**config.mk**
```make
export PLATFORM = sky130hd
export DESIGN_NAME = tlk2711_axi_rd_arb
export DESIGN_NICKNAME = d
export VERILOG_FILES = /design/src/rtl/tlk2711_pkg.sv /design/src/rtl/tlk2711_rr_arb2.sv /design/src/rtl/tlk2711_axi_rd_arb.sv
export SDC_FILE = /design/constraint.sdc
export NUM_CORES = 1
export LEC_CHECK = 0
export CAP_MARGIN = 5
export CORE_AREA = 2 2 172 174
export CTS_CLUSTER_DIAMETER = 40
export DETAILED_ROUTE_END_ITERATION = 6
export DIE_AREA = 0 0 174 176
export DONT_BUFFER_PORTS = 1
export HOLD_SLACK_MARGIN = 0.08
export PLACE_DENSITY = 0.32
export SYNTH_ARGS = -nofsm -noshare
export SYNTH_HDL_FRONTEND = slang
export SYNTH_HIERARCHICAL = 1
export SYNTH_SLANG_ARGS = --single-unit
```
**constraint.sdc**
```tcl
create_clock -name clk -period 5.1 [get_ports clk]
set_input_delay 1.02 -clock clk [delete_from_list [all_inputs] [get_ports clk]]
set_output_delay 1.02 -clock clk [all_outputs]
set_load 0.05 [all_outputs]
```
**src/rtl/tlk2711_pkg.sv**
```systemverilog
// Shared types and AXI read-address field layout for the tlk2711 PS read-port arbiter.
package tlk2711_pkg;

  typedef enum logic [1:0] {
    ST_IDLE,
    ST_ADDR,
    ST_DATA
  } rd_state_e;

  // Packed AR payload, MSB first: {arid[3:0], araddr, arlen[7:0], arsize[2:0],
  // arburst[1:0], arprot[2:0], arcache[3:0], aruser[0:0]}.
  localparam int AR_ID_W      = 4;
  localparam int AR_FIXED_W   = 21;
  localparam int AR_USER_W    = 1;
  localparam int AR_CACHE_LSB = AR_USER_W;
  localparam int AR_PROT_LSB  = AR_CACHE_LSB + 4;
  localparam int AR_BURST_LSB = AR_PROT_LSB + 3;
  localparam int AR_SIZE_LSB  = AR_BURST_LSB + 2;
  localparam int AR_LEN_LSB   = AR_SIZE_LSB + 3;

  localparam logic [1:0] AXI_RESP_OKAY   = 2'b00;
  localparam logic [1:0] AXI_RESP_SLVERR = 2'b10;

  function automatic int ar_width(input int addr_w);
    return AR_ID_W + addr_w + AR_FIXED_W;
  endfunction

endpackage

```
**src/rtl/tlk2711_rr_arb2.sv**
```systemverilog
// Two-requester round-robin arbiter: combinational grant, registered last-winner memory.
module tlk2711_rr_arb2 (
  input  logic       clk,
  input  logic       rst,
  input  logic [1:0] req,
  input  logic       accept,
  output logic [1:0] gnt
);

  logic last_grant;  // 0 = requester 0 won last, 1 = requester 1 won last

  always_comb begin
    // NOTE: default assignment first so every path drives gnt and no latch is inferred.
    gnt = 2'b00;
    unique case (req)
      2'b01:   gnt = 2'b01;
      2'b10:   gnt = 2'b10;
      2'b11:   gnt = last_grant ? 2'b01 : 2'b10;
      default: gnt = 2'b00;
    endcase
  end

  always_ff @(posedge clk) begin
    if (rst) begin
      last_grant <= 1'b1;  // requester 0 wins the first tie
    end else if (accept && (gnt != 2'b00)) begin
      last_grant <= gnt[1];
    end
  end

endmodule

```
**src/rtl/tlk2711_axi_rd_arb.sv**
```systemverilog
// Shares one PS HP AXI4 read port between the tlk2711a/b DMA read masters,
// one outstanding burst at a time, with length-mismatch and stall detection.
module tlk2711_axi_rd_arb
  import tlk2711_pkg::*;
#(
  parameter int ADDR_WIDTH     = 48,
  parameter int DATA_WIDTH     = 64,
  parameter int AR_W           = ar_width(ADDR_WIDTH),
  parameter int TIMEOUT_CYCLES = 4096
) (
  input  logic                  clk,
  input  logic                  rst,

  input  logic                  a_arvalid,
  output logic                  a_arready,
  input  logic [AR_W-1:0]       a_ar,
  output logic                  a_rvalid,
  input  logic                  a_rready,
  output logic [DATA_WIDTH-1:0] a_rdata,
  output logic [1:0]            a_rresp,
  output logic                  a_rlast,

  input  logic                  b_arvalid,
  output logic                  b_arready,
  input  logic [AR_W-1:0]       b_ar,
  output logic                  b_rvalid,
  input  logic                  b_rready,
  output logic [DATA_WIDTH-1:0] b_rdata,
  output logic [1:0]            b_rresp,
  output logic                  b_rlast,

  output logic                  m_arvalid,
  input  logic                  m_arready,
  output logic [AR_W-1:0]       m_ar,
  input  logic                  m_rvalid,
  output logic                  m_rready,
  input  logic [DATA_WIDTH-1:0] m_rdata,
  input  logic [1:0]            m_rresp,
  input  logic                  m_rlast,

  input  logic                  i_err_clr,
  output logic [1:0]            o_grant,
  output logic                  o_len_err,
  output logic                  o_timeout
);

  localparam int WD_W = $clog2(TIMEOUT_CYCLES + 1);

  rd_state_e       state;
  logic [7:0]      len_q;
  logic [8:0]      beat_cnt;
  logic [WD_W-1:0] wd_cnt;

  logic [1:0]      gnt;
  logic            idle;
  logic [AR_W-1:0] sel_ar;
  logic            ar_hs;
  logic            r_hs;
  logic            len_err_set;
  logic            wd_fire;

  assign idle = (state == ST_IDLE);

  tlk2711_rr_arb2 u_rr (
    .clk    (clk),
    .rst    (rst),
    .req    ({b_arvalid, a_arvalid}),
    .accept (idle),
    .gnt    (gnt)
  );

  assign a_arready = idle & gnt[0];
  assign b_arready = idle & gnt[1];
  assign sel_ar    = gnt[1] ? b_ar : a_ar;

  // R channel is a pure combinational route to the burst owner.
  assign a_rvalid = (state == ST_DATA) & o_grant[0] & m_rvalid;
  assign b_rvalid = (state == ST_DATA) & o_grant[1] & m_rvalid;
  assign m_rready = (state == ST_DATA) &
                    ((o_grant[0] & a_rready) | (o_grant[1] & b_rready));
  assign a_rdata  = m_rdata;
  assign b_rdata  = m_rdata;
  assign a_rresp  = m_rresp;
  assign b_rresp  = m_rresp;
  assign a_rlast  = m_rlast;
  assign b_rlast  = m_rlast;

  assign ar_hs = (state == ST_ADDR) & m_arvalid & m_arready;
  assign r_hs  = (state == ST_DATA) & m_rvalid & m_rready;

  // Early rlast, late rlast, or rlast after an overrun all count as a mismatch.
  assign len_err_set = r_hs &
                       (( m_rlast & (beat_cnt != {1'b0, len_q})) |
                        (!m_rlast & (beat_cnt == {1'b0, len_q})));

  assign wd_fire = !idle & !ar_hs & !r_hs &
                   (wd_cnt == WD_W'(TIMEOUT_CYCLES - 1));

  always_ff @(posedge clk) begin
    if (rst) begin
      state     <= ST_IDLE;
      m_arvalid <= 1'b0;
      m_ar      <= '0;
      o_grant   <= 2'b00;
      len_q     <= '0;
      beat_cnt  <= '0;
      wd_cnt    <= '0;
      o_len_err <= 1'b0;
      o_timeout <= 1'b0;
    end else begin
      // NOTE: non-blocking assignments throughout so every register samples pre-edge values.
      o_len_err <= len_err_set | (o_len_err & ~i_err_clr);
      o_timeout <= wd_fire | (o_timeout & ~i_err_clr);

      if (idle || ar_hs || r_hs) begin
        wd_cnt <= '0;
      end else if (wd_cnt != WD_W'(TIMEOUT_CYCLES)) begin
        wd_cnt <= wd_cnt + 1'b1;
      end

      unique case (state)
        ST_IDLE: begin
          if (gnt != 2'b00) begin
            m_ar      <= sel_ar;
            len_q     <= sel_ar[AR_LEN_LSB +: 8];
            o_grant   <= gnt;
            m_arvalid <= 1'b1;
            state     <= ST_ADDR;
          end
        end
        ST_ADDR: begin
          if (m_arready) begin
            m_arvalid <= 1'b0;
            beat_cnt  <= '0;
            state     <= ST_DATA;
          end
        end
        ST_DATA: begin
          if (r_hs) begin
            beat_cnt <= beat_cnt + 1'b1;
            if (m_rlast) begin
              o_grant <= 2'b00;
              state   <= ST_IDLE;
            end
          end
        end
        default: state <= ST_IDLE;
      endcase
    end
  end

endmodule

```
---- Yosys cells after proc, flatten, opt, wreduce, memory -nomap -nowiden ----
Index checks and enable logic that the tools add are counted.
word-level totals
  register bits ........................... 111
  output and inout port bits .............. 217
  input port bits ......................... 222
  word-level logic and storage cells ...... 85
operators by class
  add/subtract/negate cells ............... 2
  equality and inequality tests ........... 13
  bitwise gates (word level) .............. 26
  reduce and logical (&&, ||, !) cells .... 18
  multiplexer cells ....................... 16
operators with widths
  cell                   count
  $mux 73                1
  $and 1x1->1            21
  $mux 9                 2
  $pmux 9 s2             1
  $add 13x1->13 const B  1
  $eq 13x12->1 const B   1
  $ne 13x13->1 const B   1
  $mux 2                 6
  $pmux 2 s3             2
  $add 9x1->9 const B    1
  $eq 9x8->1             1
  $ne 9x8->1             1
  $reduce_and 4->1       2
  $reduce_bool 2->1      4
  $eq 2x2->1 const B     3
  $ne 2x2->1 const B     3
  $reduce_and 3->1       2
  $eq 2x1->1 const B     2
  $logic_not 1->1        4
  $or 1x1->1             4
  $pmux 2 s2             1
  $logic_not 2->1        1
  $logic_or 1x1->1       2
  $mux 1                 2
  other kinds (6)        6

---- Longest topological paths before layout ----
Gate-level depths: netlist of the first run.
  depth in word-level cells ............... 8
  depth in mapped cells ................... 8
  gate-level depth less buffers ........... 7

---- By module ----
The synthesis of the first run kept the hierarchy.
modules (own cells, without submodules)
  module              cells an instance  sequential area each (um^2)  times used  area each (um^2)
  tlk2711_axi_rd_arb  621                2042.0                       1           5585.4
  tlk2711_rr_arb2     7                  20.0                         1           61.3

---- Worst setup path before layout of the first run ----
No wires, ideal clock.
  kind .................................... input to output
  from .................................... input b_arvalid
  to ...................................... output b_arready
  stages .................................. 4
  data arrival time ....................... 2288 ps
  path buffers ............................ 2
  required time ........................... 4080 ps
  setup slack ............................. 1792 ps
  cells stage by stage .................... a21boi_0 -> buf_2 -> buf_2 -> and2_1
between the ends
  cells in the longest elaborated chain, start to end .. 3
  elaborated cells between the ends (all ways) .. 5
  classes of those cells .................. 3 x eq/ne; 1 x mux; 1 x bitwise
ends and longest elaborated chain
  item                                             RTL line                  RTL
  start, declared                                  tlk2711_axi_rd_arb.sv:23  input logic b_arvalid,
  $eq 2x2->1 / $eq 2x1->1 (equally long branches)  tlk2711_rr_arb2.sv:15     unique case (req)
  $pmux 2 s3 (*)                                   tlk2711_rr_arb2.sv:15
  $and 1x1->1 (*)                                  tlk2711_axi_rd_arb.sv:73  assign b_arready = idle & gnt[1];
  end, declared                                    tlk2711_axi_rd_arb.sv:24  output logic b_arready,
Mark *: on every way between the ends. The rest lies on a longest branch, timed or not.

---- Final worst setup path of the first run ----
  from .................................... register o_grant[0]
  to ...................................... output m_rready
between the ends
  cells in the longest elaborated chain, start to end .. 3
ends and longest elaborated chain
  item                    RTL line                   RTL
  start, declared         tlk2711_axi_rd_arb.sv:42   output logic [1:0] o_grant,
  start signal, assigned  tlk2711_axi_rd_arb.sv:126  o_grant <= gnt;
  $and 1x1->1             tlk2711_axi_rd_arb.sv:80   ((o_grant[0] & a_rready) | (o_grant[1] & b_rready));
  $or 1x1->1              tlk2711_axi_rd_arb.sv:80
  $and 1x1->1             tlk2711_axi_rd_arb.sv:79   assign m_rready = (state == ST_DATA) &
  end, declared           tlk2711_axi_rd_arb.sv:36   output logic m_rready,
No other way between the ends.

==> results of run 1 <==
-- synthesized netlist by cell type, drive strengths merged, types with 3 or more instances --
master / count
buf: 154
nor2: 105
dfxtp: 103
a211oi: 73
mux2i: 73
clkbuf: 15
xor2: 15
nand3: 13
xnor2: 13
a21oi: 8
and3: 7
nand4: 7
nand2: 6
inv: 4
and2: 3
ha: 3
nand2b: 3
-- per-layer routing --
| metal | track usage (%) | routed length, um | up-vias |
|---|---|---|---|
| met3 | 4.479 | 1583 | 35 |
| met2 | 14.46 | 6765 | 242 |
| met1 | 10.02 | 5679 | 1622 |
| met5 | 0 | 0 | - |
| met4 | 3.536 | 289 | 0 |
| li1 | - | - | 1737 |
-- final cells by class --
class | count | area, sq um
clock inverter | 5 | 65.06
multi-input combinational | 352 | 2420
fill | 3216 | 23230
inverter | 4 | 15.01
clock buffer | 11 | 242.7
tap | 384 | 480.5
timing repair buffer | 4 | 30.03
sequential | 103 | 2062
-- flip-flops by register name, summed over array words and instances, names as in the netlist --
signal,count
beat_cnt,9
m_ar,73
m_arvalid,1
o_grant,2
o_len_err,1
o_timeout,1
state,2
u_rr/last_grant,1
wd_cnt,13
-- kinds of logic after synthesis --
kind of cell	count (synthesis)
adder cells (fa/ha/maj)	3
AND/OR/NAND/NOR	155
flip-flops	103
XOR/XNOR	28
AO/OA/AOI/OAI	92
buffers and inverters	173
multiplexers	74
-- how the worst max path moves through the flow --
stage            endpoint  cells after the start
5_1_grt          m_rready                      2
6_report         m_rready                      2
3_3_place_gp   o_grant[0]                      8
3_5_place_dp   o_grant[0]                      8
4_1_cts          m_rready                      2
2_1_floorplan   b_arready                      4
-- worst max-delay path, stage by stage, from the launching register on --
cell	delay, ns
dfxtp_1	0.80
a22oi_2	0.27
nor2b_1	0.79
-- layout by cell type, fill, tap and decap left out, drive strengths merged, types with 2 or more instances in the layout --
cell / netlist / routed
nor2b: 2 / 2
a21oi: 8 / 8
a21boi: 2 / 2
buf: 154 / 4
nand2b: 3 / 3
xnor2: 13 / 13
nand3b: 2 / 2
dfxtp: 103 / 103
clkbuf: 15 / 11
ha: 3 / 3
nor4b: 2 / 2
inv: 4 / 6
nand3: 13 / 13
and2: 3 / 3
o21bai: 2 / 2
nand2: 6 / 6
clkinv: 0 / 2
mux2i: 73 / 73
a211oi: 73 / 73
nor4: 2 / 2
xor2: 15 / 15
and3: 7 / 7
nand4: 7 / 7
nor2: 105 / 105
-- power by group through the flow --
stage	Combinational, mW	Sequential [mW]	Clock (mW)
global placement	0.476	1.57	0
floorplan	0.706	1.51	0
global route	0.548	1.56	0.816
CTS	0.489	1.55	0.784
finish	0.475	1.54	0.739
detailed placement	0.489	1.57	0
==> impl_metrics.tcl, run 1 <==
set metrics [dict create \
    worstHoldEndpoint "o_timeout" \
    tightest_slew_ns 0.9330 \
    synth_compound_area_share_pct 12.19 \
    grt_pass1_vias 3503 \
    synthAdderAreaFrac_pct 0.6647 \
    synth-simple-area-share_pct 12.23 \
    initialDrtViolationCount 160 \
    status "finished clean" \
    wirelength_mm 14.32 \
    async_flop_share_pct 0 \
    cp.arrival_ns 2.21 \
    holdCritPathClass "reg2reg" \
    synth_seq_area_share_pct 36.52 \
    ioPinCount 439 \
    grt_pass1_wl_mm 20.87 \
    ctsResizeCount 0 \
    reg2reg_slack_ns 2.62 \
    grt.overflow.total 0 \
    gp_congestion 0.7571 \
    cp_max_fo 5 \
    grt_max_degree 87 \
    cts_made_buffers 9 \
    final_max_slew_viol_count 0 \
    power_frac_seq_pct 56.0 \
    p_total_mw 2.755 \
    finalSetupViolations 0 \
    ctsHoldBuffers 0 \
    netlist.area_leader.share_pct 36.52 \
    ir_drop_uv 188.6 \
    drive_above_1_share_pct 5.637 \
    startpoint_type "flip-flop" \
    cts_root_buffer "clkbuf_16" \
    drc 0 \
    yosys.area_share.xor_xnor_pct 4.343 \
    post-cts-setup-buffers 0 \
    synth_area_leader_cell "dfxtp_1" \
    io_buffers 0 \
    clkTransAtPathRegs_ns 0.08 \
    die_w_um 174 \
    combPwrFrac_pct 17.2 \
    pwr-share-clk_pct 26.8 \
    synth_top_family_by_area "buffers and inverters" \
    dominantRegCellSynth "dfxtp_1" \
    netlist_instances 628 \
    power_density_nw_per_um2 518.4 \
    switching_power_mw 1.221 \
    ys_seq_elements 103 \
    syn-num-nets 853 \
    clk_latency_ns 0.35 \
    instances_no_fill 863 \
    fin_crit_sh_pct 63.30 \
    whs_ns 0.5103 \
    finalWorstSetupSlack_ns 1.872 \
    drtAntennaViolNets 0 \
    timing.rr.end "o_grant[1]" \
    die_area_sq_um 30620 \
    drtPass1Iterations 4 \
    layout_min_cycle_time_ns 3.228 \
    finalHoldViolCount 0 \
    ys_warn_count 6 \
    crit_start "o_grant[0]" \
    yosys-top-cells-area "dfxtp_1 (37%), buf_4 (18%), mux2i_1 (13%)" \
    post-dp-hpwl_mm 10.45 \
    power_switching_share_pct 44.31 \
    finalSetupTns_ns 0 \
    diodes 0 \
    muxShareOfSynthArea_pct 13.14 \
    avgSynthCellArea_sq_um 8.992 \
    rsz0062_at_grt "false" \
    worstSetupPathType "reg2out" \
    max-cap-violations 0 \
    finish.net_count 699 \
    fp.coreArea_sq_um 28550 \
    worst_ep_required_time_ns 4.08 \
    area_growth_pct -5.872 \
    worst_r2r_path_depth 8 \
    synthesis.area_sq_um 5647 \
    die-height_um 176 \
    wl_per_cell_um 16.59 \
    htreeDepth 3 \
    grt_usage_pct 8.926 \
    preCtsSetupSlack_ns 1.868 \
    intPower_mw 1.535 \
    dp_cells 847 \
    clockBufferDepth 2 \
    via_per_inst 4.213 \
    max_freq_mhz 309.8 \
    vias 3636 \
    synth_cell_types 40 \
    placed_area_sq_um 5007 \
    fp-row-count 62 \
    final_core_utilization_pct 18.62 \
    clkSinkCount 103 \
    slew_headroom_pct 37.67 \
    r2r-start "u_rr/last_grant" \
    synth-edff-count 0 \
    skew_ns 0.01270 \
    cts_tree "built" \
    leakagePower_nw 1.826 \
    antenna_found_initial 0 \
    min_delay_path_depth 1 \
    end_kind "primary output" \
    final_cell_area_sq_um 5315 \
    start_util_pct 19.78 \
    holdCritStartpoint "wd_cnt[12]" \
]
No activity file was read; power rests on OpenSTA's default activity.
==> run 2, diff against run 1 <==
Settings changed: PLACE_DENSITY 0.32 to 0.33.
Clock period 5.1 ns to 2.7 ns, I/O delays scaled along.
==> impl_metrics.tcl, run 2 (same netlist as run 1, synthesis figures left out) <==
set metrics [dict create \
    finalWorstSetupSlack_ns 0.3990 \
    via_per_inst 4.109 \
    leakagePower_nw 1.868 \
    clockBufferDepth 2 \
    wl_met3_mm 1.234 \
    power_density_nw_per_um2 962.6 \
    max_freq_mhz 434.6 \
    holdCritStartpoint "rst" \
    clkSinkCount 103 \
    grt_pass1_wl_mm 20.61 \
    cts_made_buffers 9 \
    drive_above_1_share_pct 7.582 \
    top_layer "met4" \
    post-dp-hpwl_mm 10.15 \
    grt_usage_pct 8.707 \
    wirelength_mm 13.92 \
    final_cell_mix "nor2_1 (104), dfxtp_1 (103), mux2i_1 (73), a211oi_1 (73), xor2_1 (15)" \
    worstSetupPathType "reg2out" \
    cp_max_fo 9 \
    layout_min_cycle_time_ns 2.301 \
    fp.coreArea_sq_um 28550 \
    diodes 0 \
    skew_ns 0.01378 \
    preCtsSetupSlack_ns 0.5502 \
    grt.overflow.total 0 \
    die_w_um 174 \
    ctsHoldBuffers 0 \
    tightest_slew_ns 0.7507 \
    io_buffers 0 \
    final_core_utilization_pct 18.89 \
    placed_area_sq_um 5100 \
    wl_met2_mm 6.413 \
    finalSetupViolations 0 \
    post-cts-setup-buffers 0 \
    cts_root_buffer "clkbuf_16" \
    slew_headroom_pct 49.96 \
    area_growth_pct -4.520 \
    finalSetupTns_ns 0 \
    gp_congestion 0.7281 \
    cp.arrival_ns 1.76 \
    ctsResizeCount 0 \
    wl_per_cell_um 15.97 \
    start_util_pct 19.78 \
    regMostFlops "m_ar" \
    final_cell_area_sq_um 5391 \
    fin_crit_sh_pct 85.22 \
    drtAntennaViolNets 0 \
    max-cap-violations 0 \
    final_max_slew_viol_count 0 \
    clk_latency_ns 0.36 \
    finalHoldViolCount 0 \
    vias 3583 \
    end_kind "primary output" \
    cts_tree "built" \
    reg.largest.list "m_ar (73), wd_cnt (13), beat_cnt (9)" \
    ir_drop_uv 307.6 \
    drtPass1Iterations 4 \
    r2r-start "u_rr/last_grant" \
    die-height_um 176 \
    rsz0062_at_grt "false" \
    holdCritPathClass "in2reg" \
    crit_start "state[1]" \
    ioPinCount 439 \
    status "finished clean" \
    met1_length_mm 5.839 \
    drc 0 \
    largest_reg_flops 73 \
    finish.net_count 708 \
    fp-row-count 62 \
    startpoint_type "flip-flop" \
    final_common_cell "nor2_1" \
    die_area_sq_um 30620 \
    initialDrtViolationCount 109 \
    grt_max_degree 85 \
    antenna_found_initial 0 \
    clkTransAtPathRegs_ns 0.08 \
    htreeDepth 3 \
    grt_pass1_vias 3557 \
    worst_ep_required_time_ns 2.16 \
]
run 2: cell count changes in the layout (fill, tap and decap cells not counted):
cell,before,now
buf_4,4,11
buf_12,0,2
clkinvlp_4,0,2
bufinv_16,1,0
clkbuf_1,1,0
inv_6,2,1
inv_8,0,1
run 2: cell type report:
cell class                      instances  area [sq um]
Timing Repair Buffer                   13         122.6
Tap cell                              384         480.5
Clock buffer                           10         239.0
Multi-Input combinational cell        352          2420
Clock inverter                          6         52.55
Sequential cell                       103          2062
Fill cell                            3208         23160
Inverter                                4         15.01
run 2: critical path, cell delays in order, from the launching register on:
cell and delay, ns:
dfxtp_1 0.50, nor2b_1 0.37, and3_1 0.53
run 2: final timing paths:
path                                   end  slack (ns)  depth (start not counted)
worst max-delay path              a_rvalid        0.40                          2
worst min-delay path            o_grant[0]        0.26                          1
worst max register to register    m_ar[28]        0.66                          7
worst min register to register   o_timeout        0.50                          1
run 2: power by group:
part	internal [mW]	total [mW]	switching, mW
Sequential	1.79	2.79	0.999
Clock	0.666	1.32	0.655
Combinational	0.406	1.08	0.675
run 2: per-layer routing:
layer / up-vias / GRT usage, %
met3: 62 / 3.359
met5: - / 0
li1: 1753 / -
met2: 184 / 13.66
met1: 1584 / 10.46
met4: 0 / 4.202
run 2: stage by stage:
| step | hold WS, ns | instances | total power, mW |
|---|---|---|---|
| after floorplan | 0.4533 | 628 | 4.187 |
| after global placement | 0.4948 | 856 | 3.907 |
| after detailed placement | 0.4996 | 856 | 3.937 |
| after CTS | 0.2155 | 872 | 5.316 |
| after global routing | 0.2198 | 872 | 5.531 |
| final | 0.2603 | 872 | 5.190 |
